**config.mk**
```make
export PLATFORM = sky130hd
export DESIGN_NAME = signed_mac_drain
export DESIGN_NICKNAME = d
export VERILOG_FILES = /design/src/rtl/signed_mac_drain_pkg.sv /design/src/rtl/signed_mac_drain_sat_add.sv /design/src/rtl/signed_mac_drain.sv
export SDC_FILE = /design/constraint.sdc
export NUM_CORES = 1
export LEC_CHECK = 0
export CORE_ASPECT_RATIO = 0.75
export CORE_MARGIN = 3
export CORE_UTILIZATION = 45
export CTS_CLUSTER_DIAMETER = 150
export DETAILED_ROUTE_END_ITERATION = 16
export GPL_ROUTABILITY_DRIVEN = 0
export PLACE_DENSITY = 0.67
export SYNTH_ARGS = -nofsm -noshare
export SYNTH_HDL_FRONTEND = slang
export SYNTH_SLANG_ARGS = --single-unit
```
**constraint.sdc**
```tcl
create_clock -name clk_i -period 3.2 [get_ports clk_i]
set_clock_uncertainty 0.05 [all_clocks]
set_input_delay 0.32 -clock clk_i [delete_from_list [all_inputs] [get_ports clk_i]]
set_output_delay 0.32 -clock clk_i [all_outputs]
set_load 0.05 [all_outputs]
```
**src/rtl/signed_mac_drain_pkg.sv**
```systemverilog
// Shared definitions for the signed MAC drain stage: FSM state encoding,
// byte-count helper and saturation limits derived from the accumulator width.
package signed_mac_drain_pkg;

  typedef enum logic [1:0] {
    ST_IDLE  = 2'd0,
    ST_ACC   = 2'd1,
    ST_DRAIN = 2'd2
  } state_e;

  // Number of output bytes needed to drain an accumulator of width aw
  function automatic int nbOf(input int aw);
    return aw / 8;
  endfunction

  // Largest positive value representable in aw-bit two's complement
  function automatic longint satMaxOf(input int aw);
    return (longint'(1) <<< (aw - 1)) - longint'(1);
  endfunction

  // Most negative value representable in aw-bit two's complement
  function automatic longint satMinOf(input int aw);
    return -(longint'(1) <<< (aw - 1));
  endfunction

endpackage

```
**src/rtl/signed_mac_drain_sat_add.sv**
```systemverilog
// Combinational saturating adder: AW-bit signed accumulator plus a
// sign-extended PW-bit product, clamped to the AW-bit signed range.
module signed_mac_drain_sat_add
  import signed_mac_drain_pkg::*;
#(
  parameter int PW = 16,
  parameter int AW = 24
) (
  input  logic signed [AW-1:0] acc_i,
  input  logic signed [PW-1:0] prod_i,
  output logic signed [AW-1:0] sum_o,
  output logic                 ovf_o
);

  localparam logic signed [AW-1:0] SAT_MAX = AW'(satMaxOf(AW));
  localparam logic signed [AW-1:0] SAT_MIN = AW'(satMinOf(AW));

  logic signed [AW:0] wideSum;

  // One guard bit is enough since AW >= PW; a guard/sign disagreement means
  // the true sum left the AW-bit range and the guard bit gives its direction.
  always_comb begin
    wideSum = (AW+1)'(acc_i) + (AW+1)'(prod_i);
    ovf_o   = wideSum[AW] ^ wideSum[AW-1];
    if (ovf_o) begin
      sum_o = wideSum[AW] ? SAT_MIN : SAT_MAX;
    end else begin
      sum_o = wideSum[AW-1:0];
    end
  end

endmodule

```
**src/rtl/signed_mac_drain.sv**
```systemverilog
// Signed MAC drain stage: saturating-accumulates len products from the
// multiplier, then hands the sum out over an 8-bit port, MSB byte first,
// using a valid/ack handshake. All outputs come straight from registers.
module signed_mac_drain
  import signed_mac_drain_pkg::*;
#(
  parameter int PW = 16,
  parameter int AW = 24,
  parameter int NW = 8
) (
  input  logic                 clk_i,
  input  logic                 rst_i,
  input  logic                 start_i,
  input  logic [NW-1:0]        len_i,
  input  logic signed [PW-1:0] prod_i,
  input  logic                 prod_vld_i,
  output logic                 busy_o,
  output logic [7:0]           dout_o,
  output logic                 dout_vld_o,
  input  logic                 dout_ack_i,
  output logic                 ovf_o
);

  localparam int NB = nbOf(AW);
  localparam int SW = AW - 8;
  localparam int RW = (NB > 1) ? $clog2(NB) : 1;

  state_e state_q, state_d;

  logic signed [AW-1:0] acc_q, acc_d;
  logic [NW-1:0]        cnt_q, cnt_d;
  logic [SW-1:0]        shift_q, shift_d;
  logic [RW-1:0]        rem_q, rem_d;
  logic                 busy_q, busy_d;
  logic [7:0]           dout_q, dout_d;
  logic                 vld_q, vld_d;
  logic                 ovf_q, ovf_d;

  logic signed [AW-1:0] addSum;
  logic                 addOvf;

  signed_mac_drain_sat_add #(
    .PW(PW),
    .AW(AW)
  ) u_sat_add (
    .acc_i (acc_q),
    .prod_i(prod_i),
    .sum_o (addSum),
    .ovf_o (addOvf)
  );

  // Next-state and next-output logic; dout holds the current byte while the
  // shift register keeps only the bytes still waiting to go out.
  always_comb begin
    state_d = state_q;
    acc_d   = acc_q;
    cnt_d   = cnt_q;
    shift_d = shift_q;
    rem_d   = rem_q;
    busy_d  = busy_q;
    dout_d  = dout_q;
    vld_d   = vld_q;
    ovf_d   = ovf_q;
    case (state_q)
      ST_IDLE: begin
        if (start_i) begin
          acc_d  = '0;
          ovf_d  = 1'b0;
          cnt_d  = len_i;
          busy_d = 1'b1;
          if (len_i != '0) begin
            state_d = ST_ACC;
          end else begin
            state_d = ST_DRAIN;
            shift_d = '0;
            dout_d  = 8'h00;
            vld_d   = 1'b1;
            rem_d   = RW'(NB - 1);
          end
        end
      end
      ST_ACC: begin
        if (prod_vld_i) begin
          acc_d = addSum;
          ovf_d = ovf_q | addOvf;
          cnt_d = cnt_q - 1'b1;
          if (cnt_q == NW'(1)) begin
            state_d = ST_DRAIN;
            dout_d  = addSum[AW-1 -: 8];
            shift_d = addSum[SW-1:0];
            vld_d   = 1'b1;
            rem_d   = RW'(NB - 1);
          end
        end
      end
      ST_DRAIN: begin
        if (dout_ack_i && vld_q) begin
          if (rem_q == '0) begin
            state_d = ST_IDLE;
            vld_d   = 1'b0;
            dout_d  = 8'h00;
            busy_d  = 1'b0;
          end else begin
            dout_d  = shift_q[SW-1 -: 8];
            shift_d = shift_q << 8;
            rem_d   = rem_q - 1'b1;
          end
        end
      end
      default: begin
        state_d = ST_IDLE;
      end
    endcase
  end

  // State register; reset aborts any run in progress immediately.
  always_ff @(posedge clk_i or posedge rst_i) begin
    if (rst_i) begin
      state_q <= ST_IDLE;
    end else begin
      state_q <= state_d;
    end
  end

  // Datapath and output registers; a reset discards any partial sum.
  always_ff @(posedge clk_i or posedge rst_i) begin
    if (rst_i) begin
      acc_q   <= '0;
      cnt_q   <= '0;
      shift_q <= '0;
      rem_q   <= '0;
      busy_q  <= 1'b0;
      dout_q  <= 8'h00;
      vld_q   <= 1'b0;
      ovf_q   <= 1'b0;
    end else begin
      acc_q   <= acc_d;
      cnt_q   <= cnt_d;
      shift_q <= shift_d;
      rem_q   <= rem_d;
      busy_q  <= busy_d;
      dout_q  <= dout_d;
      vld_q   <= vld_d;
      ovf_q   <= ovf_d;
    end
  end

  assign busy_o     = busy_q;
  assign dout_o     = dout_q;
  assign dout_vld_o = vld_q;
  assign ovf_o      = ovf_q;

endmodule
```
==> results of run 1 <==
-- worst max-delay path, delay by kind of cell --
family / cells / cell delay, ps
buffers and inverters: 3 / 690
AND/OR/NAND/NOR: 2 / 440
XOR/XNOR: 1 / 170
adder cells (fa/ha/maj): 2 / 540
AO/OA/AOI/OAI: 5 / 950
-- power by group --
group,switching (mW),internal (mW),total [mW]
Clock,0.351,0.620,0.971
Sequential,0.203,1.07,1.27
Combinational,1.74,1.12,2.86
-- flip-flops by register name, summed over array words and instances (netlist names) --
signal and flops:
rem_q 2, ovf_o 1, busy_o 1, acc_q 24, cnt_q 8, state_q 2
shift_q 16, dout_o 8, dout_vld_o 1
-- area by class of cell --
type,count,area [µm²]
clock inverter,4,45.0
multi-input combinational,386,2470
sequential,63,1580
inverter,17,63.8
timing repair buffer,79,728
tap,124,155
fill,809,3490
clock buffer,12,246
-- repair_timing --
item,in CTS,in global routing
resized for setup,0,1
setup buffers,0,2
setup endpoints to repair,0,4
-- placed cells by master, fill, tap and decap left out, types with 6 or more instances in the layout --
master / Yosys / layout
a21o_1: 8 / 8
a21oi_1: 37 / 37
a22oi_1: 8 / 8
and3_1: 6 / 6
buf_4: 1 / 37
clkbuf_16: 0 / 9
clkdlybuf4s50_1: 0 / 39
dfrtp_1: 63 / 63
ha_1: 31 / 31
inv_1: 16 / 15
nand2_1: 70 / 70
nand3_1: 16 / 16
nor2_1: 40 / 40
o211ai_1: 9 / 9
o21ai_0: 51 / 51
o21ai_2: 7 / 7
xnor2_1: 10 / 10
xor2_1: 7 / 7
-- path summary, 6_finish.rpt --
path | slack (ps) | cells after the start | end | startpoint
max | 210 | 13 | acc_q[9] | prod_i[0]
min | 360 | 2 | busy_o | rst_i
max in group asynchronous | 2030 | 3 | shift_q[7] | rst_i
min reg2reg | 430 | 2 | acc_q[4] | acc_q[4]
max reg2reg | 300 | 10 | acc_q[21] | acc_q[1]
min in group clk_i | 430 | 2 | acc_q[4] | acc_q[4]
-- cell families (layout without fill, tap and decap cells) --
logic type | Yosys count | count (layout) | synth area share, %
xor gates and xnor gates | 19 | 19 | 4.57
AOI/OAI and AO/OA | 167 | 167 | 25.9
DFF | 63 | 63 | 37.4
and+or+nand+nor | 163 | 163 | 17.2
adders and majority gates | 34 | 34 | 10.1
buffers and inverters | 37 | 112 | 4.07
muxes | 3 | 3 | 0.742
-- per-layer routing --
layer  track usage (%)  part of all wire, %
met1              31.7                   50
met2              30.7                   42
met3              5.21                  6.9
met4              5.95                 0.76
met5                 0                    0
==> out/results.txt, run 1 <==
The flow ran to the end, and the final reports show no timing, DRC or antenna violations. The synthesized design devotes to its leading area cell type 37.4% of total area. The tools report the count of final hold-check violations as 0. Headroom to the max-slew limit came out at 55.8%. The number of vias per cell after detailed routing works out to 5.66.

OpenSTA, run right after detailed placement, puts the worst setup slack at -149 ps. The final instance area came out at 5290 µm². Setup repair after global routing left no endpoint under its margin. The clock-pin transition on the worst setup and hold timing paths works out to 50 ps.

In this run, post-CTS hold repair placed 0 buffers. In this run the power density over the cells is 964 nW/µm². The run gives 3 as the depth of the CTS H-tree. TritonCTS created 9 clock buffers. The commonest cells after synthesis are 70 x nand2_1, 63 x dfrtp_1, 51 x o21ai_0, 40 x nor2_1, 37 x a21oi_1. The core region is 8780 µm². The die height was 89.8 µm. The synthesized netlist occupies a cell area of 4220 µm².

Counting flops with a built-in enable in the synthesized netlist gives 0. The worst setup path category is in -> reg. For this run, the number of Yosys warnings is 0. The synthesized netlist net count was 547; the largest incremental delay on the critical path was 470 ps. The type of the tightest min-delay check was in -> async. Counting distinct cell types in the post-synthesis netlist gives 61. The sort of element at the start of the critical path was an input port. In this run the tool buffered the top-level ports with 39 buffer cells. The clock latency on the worst-skew pair came out at 330 ps.

Summing the sequential cell areas from Yosys gives 37.4% of the chip area. Wire length of the first global-routing pass: 18,300 µm. Layout overhead on the synthesized area: 25.5%. The DRC violation total after the first TritonRoute iteration is 338. Summed over all instances, the cell type with the most area after synthesis is dfrtp_1.

The detailed router placed 3,876 vias in this run. The slowest stage of the critical path belongs to the cell clkdlybuf4s50_1. In this run the clock root is driven by a clkbuf_16. The share of synthesized registers carrying an async set or reset is 100%, and the width of the die is 118 µm.

The sum of negative setup slack is 0 ps, and the clock sink total is 63. The initial utilization of the core area, before any placement, comes to 48.0%. The tools report the count of pins over their slew limit as 0. In the global route stage, overall resource usage came out at 21.3%. The run gives 0 as the total of max-cap violations. The maximum number of pins on one net before global-route repair is 33, and the area enclosed by the die boundary is 10,600 µm². The period utilization came out at 93.3%. In the synthesized netlist the dominant register cell turns out to be dfrtp_1. The run gives 667 as the post-placement cell count.

For the worst setup path, the data required time is 3360 ps. Static timing analysis puts the maximum clock frequency at 335 MHz. Once detailed placement completed, the half-perimeter wirelength came to 8430 µm. Across all setup checks in the final design, the least slack found is 214 ps. The run gives 29 as the number of standard-cell rows in the floorplan. The signal on the critical path passes through clkdlybuf4s50_1 -> ha_1 -> inv_1 -> fa_1 -> nand2b_1 -> a21o_1 -> a41o_1 -> a21oi_1 -> o22ai_1 -> xnor2_2 -> buf_12 -> nor2_1 -> o21ai_0. TritonCTS built the clock tree.

Summed over all layers, the routed wires come to 11,300 µm. Synthesis handed over a netlist of 486 instances. The finished layout holds 685 standard cells, fillers aside. The worst-path maximum fanout came out at 22. By instance count, the leading cell after synthesis is nand2_1. 0 antenna diodes ended up in the layout. After layout, the design draws a total of 5.10 mW. Subtracting the final worst setup slack from the clock period gives 2990 ps. Once layout is complete, the utilization of the core stands at 60.2%. For the final-layout worst hold slack, the log shows 360 ps. Yosys attributes the largest share of cell area to dfrtp_1 37%, ha_1 9.2%, nand2_1 6.2%. Cells with a size suffix above 1 make up 14.4% of the layout.

Deepest clock path buffer count: 2. The worst setup path is captured at a flop. For the cell area after placement, the log shows 4980 µm². The initial antenna violation count is 0, and the signal arrival time at the worst endpoint is 3140 ps. For this run, design rule violations remaining after detail routing come to 0. Across the VDD grid, the largest voltage drop is 0.385 mV. The tools report the number of setup violations in the final report as 0. The post-detailed-route count of antenna-violating nets is 0, and the number of nets in the finished design is 617.

For this design the top-level I/O count stands at 40. The first detailed-routing pass ran for 5 iterations. For the remaining global-route overflow, the log shows 0.

At the pin with the least slew margin, the transition time is 662 ps. In this run, synthesis produced a sequential element count of 63. In this run the mean area of a mapped cell was 8.68 µm². For the number of global-route vias before repair, the log shows 3,695. The total leakage power is 2.41 nW. After detailed routing, the average wire length per cell comes to 16.4 µm.
No activity file was read; power rests on OpenSTA's default activity.
==> run 2: changes to the inputs <==
--- a/config.mk
+++ b/config.mk
@@ -5,13 +5,14 @@
 export SDC_FILE = /design/constraint.sdc
 export NUM_CORES = 1
 export LEC_CHECK = 0
+export ABC_AREA = 1
 export CORE_ASPECT_RATIO = 0.75
 export CORE_MARGIN = 3
 export CORE_UTILIZATION = 45
 export CTS_CLUSTER_DIAMETER = 150
 export DETAILED_ROUTE_END_ITERATION = 16
 export GPL_ROUTABILITY_DRIVEN = 0
-export PLACE_DENSITY = 0.67
+export PLACE_DENSITY = 0.66
 export SYNTH_ARGS = -nofsm -noshare
 export SYNTH_HDL_FRONTEND = slang
 export SYNTH_SLANG_ARGS = --single-unit
==> constraint.sdc (replaced) <==
create_clock -name clk_i -period 3.2 [get_ports clk_i]
set_clock_uncertainty 0.05 [all_clocks]
set_input_delay 0.32 -clock clk_i [delete_from_list [all_inputs] [get_ports clk_i]]
set_output_delay 0.32 -clock clk_i [all_outputs]
set_load 0.02 [all_outputs]
==> run 2 against run 1 <==
- global-route usage is 1.5 points higher
- setup slack improved by 130 ps
- core utilization down 5.7 points
- final cell count rose by 33%
- count of clock-buffer cells in the layout increased by 1
- die area rose by 13%
- design area increased by 7.0%
- sequential power hardly changed
- register-to-register slack gained 130 ps
- sequential share of layout area decreased by 1.9 points
- largest power group unchanged
- highest routed layer unchanged
==> out/results.txt, run 2 <==
The run finished with clean final reports. The minimum period implied by the final worst setup slack works out to 2860 ps (-127 ps). The sort of element at the start of the critical path was an input port. The synthesized netlist net count came out at 782 (+43%). The count of distinct cell types in the synthesized netlist is 39 (-36%), and the total power density per cell area is 862 nW/µm² (-11%). The die height was 95.6 µm (+6.5%).

The most common cell after layout, fill and taps aside was nand2_1. The number of diodes added for antenna fixing was 0 (unchanged). The run gives 330 ps (about the same) as the clock latency on the worst-skew pair. The largest registers in the layout are acc_q (24), shift_q (16).

The number of CTS-inserted buffers is 9 (unchanged). TritonCTS built the clock tree. Fill cell instance count of the final layout: 1,044 (+29%). Number of standard-cell rows in the floorplan: 32 (+10%).

The post-route DRC violation count was 0 (unchanged); the number of setup buffers added after CTS was 0 (unchanged). The number of setup violations in the final report is 0 (unchanged), and the total half-perimeter wirelength after legalization and detailed placement is 10,300 µm (+23%). The number of hold-repair buffers added at the cts stage was 0 (unchanged). The worst-path maximum fanout is 11 (-50%), and the total of max-cap violations is 0 (unchanged). The post-synthesis instance area came out at 4820 µm² (+14%).

The run gives 5400 µm² (+8.4%) as the cell area after placement. The leading register cell type out of synthesis was dfrtp_1. The post-detailed-route count of antenna-violating nets is 0 (unchanged), and the post-detailed-route wirelength per cell is 14.2 µm (-13%).

The tools report the worst slew slack as a fraction of its limit as 50.9% (-4.9 points). The clock-pin transition on the worst setup and hold timing paths works out to 50 ps (about the same). The number of standard cells after synthesis is 721 (+48%), and the remaining global-route overflow is 0 (unchanged). The layout cell share with drive strength beyond 1 came out at 6.33% (-8.1 points).

The average cell area after synthesis was 6.69 µm² (-23%). The logs give 40 (unchanged) for the count of pins on the block boundary and 5 (unchanged) for the length of the first detailed-routing pass in iterations. The buffer and inverter count on the worst path was 6 (+3).

The cell that appears most often on the critical path is nand2_1. The critical path data required time came out at 3360 ps (about the same). The commonest cells after synthesis are 289 x nand2_1, 79 x inv_1, 63 x dfrtp_1, 53 x nand3_1, 38 x nor2_1.

Cell type with the highest aggregate area in the netlist: dfrtp_1. The area enclosed by the die boundary came out at 12,000 µm² (+13%). The signal on the critical path passes through clkdlybuf4s50_1 -> ha_1 -> inv_1 -> fa_1 -> inv_1 -> nand2_1 -> nand2_1 -> nand3_1 -> nand2_2 -> nand2_1 -> nand3_2 -> nand2_1 -> nand2_2 -> nand2_4 -> nand2_4 -> inv_2 -> buf_4 -> buf_4 -> nand3_1 -> nand2_1. The tools report the initial antenna violation count as 0 (unchanged). The share of synthesized registers carrying an async set or reset was 100% (unchanged). The area occupied by multi-input gates is 2830 µm² (+14%). The flop and latch count out of synthesis works out to 63 (unchanged). In the layout the commonest cells are 289 x nand2_1, 78 x inv_1, 63 x dfrtp_1.

The number of synthesized flops with an enable pin is 0 (unchanged). The layout overhead on the synthesized area was 17.4%; the total leakage power was 3.04 nW (+26%). The count of final hold-check violations came out at 0 (unchanged).

The number of vias per cell after detailed routing was 5.21 (-8.0%); the number of nets in the finished design was 832 (+35%). The count of instances resized after the clock tree is built is 0 (unchanged). Worst voltage drop across the vdd grid: 0.473 mV (+23%).

Flip-flop count of the largest register after layout: 24 (unchanged). The worst hold path belongs to the class in -> async. Broken down by cell family, the worst path's largest delay share belongs to buffers and inverters. Cell at the slowest stage of the critical path: clkdlybuf4s50_1.

By area the synthesized netlist is led by dfrtp_1 33%, nand2_1 23%, ha_1 8.0%. The width of the die is 126 µm (+6.6%). The run gives 0 (unchanged) as the count of pins over their slew limit.

For the final instance area, the log shows 5660 µm² (+7.0%). Counting flops per register, the top entry is acc_q. The number of buffer cells added on primary ports was 39 (unchanged); the depth of the CTS H-tree was 3 (unchanged). Maximum number of pins on one net before global-route repair: 40 (+21%). Largest incremental delay on the critical path: 460 ps (about the same). The tools report the fraction of the yosys area taken by sequential cells as 32.7% (-4.7 points). The run gives 327 (-3.3%) as the DRC violation total after the first TritonRoute iteration. The total core area is 10,400 µm² (+18%). For the global-route usage over all layers, the log shows 22.8% (+1.5 points). The area share of the leading cell type in the synthesized netlist is 32.7% (-4.7 points). The sum of negative setup slack was 0 ps (unchanged).

Wire length of the first global-routing pass: 21,800 µm (+19%). The power consumption is 4.88 mW (-4.4%). Setup repair after global routing left no endpoint under its margin. The initial standard-cell utilization of the core was 46.5% (-1.5 points). Worst setup path category: in -> reg. The worst setup path is captured at a flop. For the deepest clock path buffer count, the log shows 2 (unchanged).

The run gives 1580 µm² (unchanged) as the area used by sequential logic in the layout. The tools report the highest clock rate as 350 MHz (+4.4%). The tools report the signal arrival time at the worst endpoint as 3020 ps (-120 ps).

The final-layout worst hold slack was 399 ps (+38.4 ps); the total length of routed wires was 12,900 µm (+15%). The number of global-route vias before repair came out at 4,360 (+18%). Yosys instantiated no cell more often than nand2_1. The transition time at the pin with the least slew margin is 736 ps (+73.9 ps).

The post-layout utilization of the core came out at 54.6% (-5.7 points). The count of yosys warnings during synthesis came out at 0 (unchanged). The period utilization was 89.3% (-4.0 points). The root buffer cell chosen for the clock tree is clkbuf_16.

The logs give 63 (unchanged) for the clock sink total and 4,739 (+22%) for the via total after detailed routing.
[run 2: cell types whose count changed after synthesis, sizes merged, moves of 8 or more]
cell / delta
inv: +64
a22oi: -8
nand2: +227
nand3: +40
o211ai: -11
nand4: +13
o21ai: -25
[run 2: worst paths after layout]
kind	slack (ps)	startpoint	to	cells after the start
setup / recovery	340	prod_i[0]	acc_q[2]	20
hold / removal	400	rst_i	dout_o[6]	2
setup reg to reg	430	acc_q[0]	acc_q[2]	19
hold reg to reg	420	dout_o[6]	dout_o[6]	2
max in group asynchronous	1990	rst_i	shift_q[6]	3
min in group clk_i	420	dout_o[6]	dout_o[6]	2
[run 2: logic make-up (layout without fill, tap and decap cells)]
| group | after synthesis | after routing | share of synthesized area [%] |
|---|---|---|---|
| AOI/OAI and AO/OA | 91 | 91 | 10.5 |
| xor gates and xnor gates | 16 | 16 | 2.91 |
| adders and majority gates | 32 | 32 | 8.46 |
| buffers and inverters | 98 | 151 | 8.59 |
| DFF | 63 | 63 | 32.7 |
| and+or+nand+nor | 421 | 421 | 36.8 |
[run 2: per-layer routing]
metal  routed length, µm  global-route usage (%)  part of all wire [%]
met5                   0                       0                     0
met4                  86                    4.42                  0.66
met2                5440                    34.0                    42
met3                 964                    4.37                   7.4
met1                6460                    34.4                    50
[run 2: worst reg2reg max path, delay by kind of cell, from the launching register on]
family / cells / cell delay (ps)
adders and majority gates: 2 / 630
buffers and inverters: 5 / 580
DFF: 1 / 350
and+or+nand+nor: 12 / 1020
[run 2: final cells by class]
class,instances,area share [%]
clock buffer,13,4.60
multi-input combinational,560,50.0
sequential,63,27.9
tap,136,3.01
inverter,82,5.44
clock inverter,1,0.0884
timing repair buffer,55,9.02
[run 2: report_power, final]
part	internal, mW	leakage [nW]	switching, mW
clock network	0.556	0.132	0.321
logic	0.964	2.08	1.80
registers	1.07	0.829	0.174
[run 2: metrics by stage]
| step | setup WS, ps | instances |
|---|---|---|
| after global routing | 107 | 910 |
| after floorplan | 883 | 721 |
| final | 341 | 910 |
| after global placement | 75.1 | 896 |
| after detailed placement | 7.77 | 896 |
| after CTS | 356 | 910 |
==> run 3: changes to the inputs <==
--- a/config.mk
+++ b/config.mk
@@ -8,11 +8,11 @@
 export ABC_AREA = 1
 export CORE_ASPECT_RATIO = 0.75
 export CORE_MARGIN = 3
-export CORE_UTILIZATION = 45
+export CORE_UTILIZATION = 46
 export CTS_CLUSTER_DIAMETER = 150
 export DETAILED_ROUTE_END_ITERATION = 16
 export GPL_ROUTABILITY_DRIVEN = 0
-export PLACE_DENSITY = 0.66
+export PLACE_DENSITY = 0.68
 export SYNTH_ARGS = -nofsm -noshare
 export SYNTH_HDL_FRONTEND = slang
 export SYNTH_SLANG_ARGS = --single-unit
==> run 3 against run 2 <==
- flip-flop and latch count did not move
- largest power group unchanged
- core utilization rose by 2.7 points
- clock power rose by 11%
- count of clock-buffer cells in the layout fell by 2
- first-iteration DRC count rose by 21%
- setup slack got worse by 63 ps
- final cell count fell by 0.66%
==> out/results.txt, run 3 (same netlist as run 2, synthesis figures left out) <==
The run gives 40 (unchanged) as the maximum number of pins on one net before global-route repair. Clock latency on the worst-skew pair: 330 ps (about the same). The total length of routed wires was 13,000 µm (+0.69%); the count of pins on the block boundary was 40 (unchanged). The tools report the total core area as 9930 µm² (-4.2%). The largest registers in the layout are acc_q (24), shift_q (16). The number of setup violations in the final report was 0 (unchanged). The run finished with clean final reports. The sequential fraction of design power is 24.9% (-0.6 points), and the clock-pin transition on the worst setup and hold timing paths is 50 ps (about the same). The number of buffer cells added on primary ports works out to 39 (unchanged). The run gives 391 ps (-7.25 ps) as the final-layout worst hold slack. The top cell types in the final layout, fill and taps aside, are 289 x nand2_1, 78 x inv_1, 63 x dfrtp_1. The total leakage power was 3.05 nW (+0.38%); the number of diodes added for antenna fixing was 0 (unchanged).

The total half-perimeter wirelength after legalization and detailed placement was 10,400 µm (+0.73%). The tools report the worst slew slack as a fraction of its limit as 50.8% (about the same). The number of hold-repair buffers added at the cts stage was 0 (unchanged). The run gives 19.5% (+1.5 points) as the proportion of power drawn by the clock network. The tools report the root cell of the clock tree as clkbuf_16. The element type at the critical path end is a flop. Sort of element at the start of the critical path: an input port. The number of CTS-inserted buffers came out at 9 (unchanged). The clock sink total is 63 (unchanged), and the total power density per cell area is 876 nW/µm² (+1.7%). The number of setup buffers added after CTS is 0 (unchanged). The final cell count without fillers came out at 904 (-0.66%). Type of the tightest min-delay check: in -> async. The fraction of power spent switching nets was 46.3% (-0.71 points); the depth of the CTS H-tree was 3 (unchanged). Final setup slack of the worst path: 278 ps (-63.0 ps). The tools report the area enclosed by the die boundary as 11,800 µm² (-2.1%). The logs give -29.2 ps (-36.9 ps) for the setup slack after placement and 3360 ps (about the same) for the critical path data required time. The post-placement cell count was 889 (-0.78%); the minimum period implied by the final worst setup slack was 2920 ps (+63.0 ps).

The transition time at the pin with the least slew margin is 737 ps (+0.582 ps), and the layout overhead on the synthesized area is 18.0%. The count of instances resized after the clock tree is built is 0 (unchanged). The internal power consumption was 2.68 mW (+3.6%); the fill cell instance count of the final layout was 1,003 (-3.9%). The tools report the wire length of the first global-routing pass as 21,800 µm (+0.13%). For the count of final hold-check violations, the log shows 0 (unchanged).

The tools report the global-route usage over all layers as 23.0% (+0.25 points). The number of global-route vias before repair was 4,529 (+3.9%); the post-route DRC violation count was 0 (unchanged). The width of the die is 124 µm (-1.0%), and the deepest clock path buffer count is 2 (unchanged). The worst voltage drop across the vdd grid was 0.488 mV (+3.2%); the total net switching power was 2.31 mW (+0.68%). The worst setup path category was in -> reg.

The via total after detailed routing is 4,759 (+0.42%), and the length of the first detailed-routing pass in iterations is 5 (unchanged). The post-detailed-route count of antenna-violating nets is 0 (unchanged), and the initial antenna violation count is 0 (unchanged). The logs give 0 (unchanged) for the remaining global-route overflow and 31 (-3.1%) for the number of standard-cell rows in the floorplan. The tools report the area occupied by multi-input gates as 2830 µm² (unchanged).

The signal arrival time at the worst endpoint is 3090 ps (+70 ps). Top register by number of flip-flops: acc_q. The flip-flop count of the largest register after layout works out to 24 (unchanged).

The highest clock rate was 342 MHz (-2.2%). Period utilization: 91.3% (+2.0 points). The count of pins over their slew limit was 0 (unchanged); the DRC violation total after the first TritonRoute iteration was 396 (+21%). The die height works out to 94.7 µm (-1.0%). The library cell used most frequently in the layout, excluding fill and tap cells, is nand2_1.

The run gives 829 (-0.36%) as the number of nets in the finished design. TritonCTS built the clock tree. The total of max-cap violations was 0 (unchanged); the worst-path maximum fanout was 17 (+6). The fraction of power consumed by combinational cells came out at 55.6% (-1.0 points).

For the area used by sequential logic in the layout, the log shows 1580 µm² (unchanged). The layout cell share with drive strength beyond 1 was 6.35% (+0.016 points); the initial standard-cell utilization of the core was 48.6% (+2.1 points). Setup repair after global routing left no endpoint under its margin. The post-detailed-route wirelength per cell came out at 14.4 µm (+1.4%). The number of vias per cell after detailed routing works out to 5.26 (+1.1%).
-- run 3: cell count changes in the layout (fill, tap and decap cells not counted), sizes merged --
cell	delta
buf	-3
clkinv	+2
bufinv	+1
clkbuf	-2
-- run 3: layout make-up --
class                   count  share of cell area [%]
inverters                  82                    5.41
well taps                 132                    2.90
clock buffers              11                    4.44
flip-flops and latches     63                    27.7
clock inverters             4                   0.792
multi-input cells         560                    49.7
repair buffers             52                    9.01
-- run 3: worst max-delay path, stage by stage --
cell,delay [ps]
clkdlybuf4s50_1,460
ha_1,240
inv_1,100
fa_1,410
inv_1,130
nand2_1,60
nand2_1,80
nand3_1,100
nand2_2,130
nand2_1,120
nand4_1,110
nand2_1,110
nand2_4,190
nand2_1,120
inv_1,160
nand2_1,110
nand3_1,80
nand2_1,60
-- run 3: path summary, 6_finish.rpt --
check / startpoint / end / slack [ps] / depth (start not counted)
setup / recovery: prod_i[0] / acc_q[3] / 280 / 18
hold / removal: rst_i / shift_q[14] / 390 / 2
setup reg to reg: acc_q[0] / acc_q[3] / 380 / 17
hold reg to reg: dout_o[6] / dout_o[6] / 430 / 2
min in group clk_i: dout_o[6] / dout_o[6] / 430 / 2
max in group asynchronous: rst_i / cnt_q[1] / 1990 / 3
-- run 3: stage by stage --
stage	cell area [µm²]	power, mW	TNS [ps]	utilization, %
3_3_place_gp	5390	3.93	0	54.3
5_1_grt	5690	5.44	0	57.3
4_1_cts	5690	5.00	0	57.3
3_5_place_dp	5390	3.99	-232	54.3
6_report	5690	4.99	0	57.3
2_1_floorplan	4820	3.26	0	-
-- run 3: layer usage --
| layer | track usage, % | up-vias | wire length (µm) |
|---|---|---|---|
| li1 | - | 2414 | - |
| met1 | 32.3 | 2171 | 6370 |
| met2 | 35.7 | 157 | 5570 |
| met3 | 5.71 | 17 | 932 |
| met4 | 6.20 | 0 | 171 |
| met5 | 0 | - | 0 |
-- run 3: power groups by stage --
stage	logic, mW	registers [mW]	clock network, mW
floorplan	2.02	1.25	0
global route	3.14	1.27	1.03
global placement	2.69	1.24	0
CTS	2.76	1.24	0.993
finish	2.78	1.24	0.970
detailed placement	2.75	1.25	0
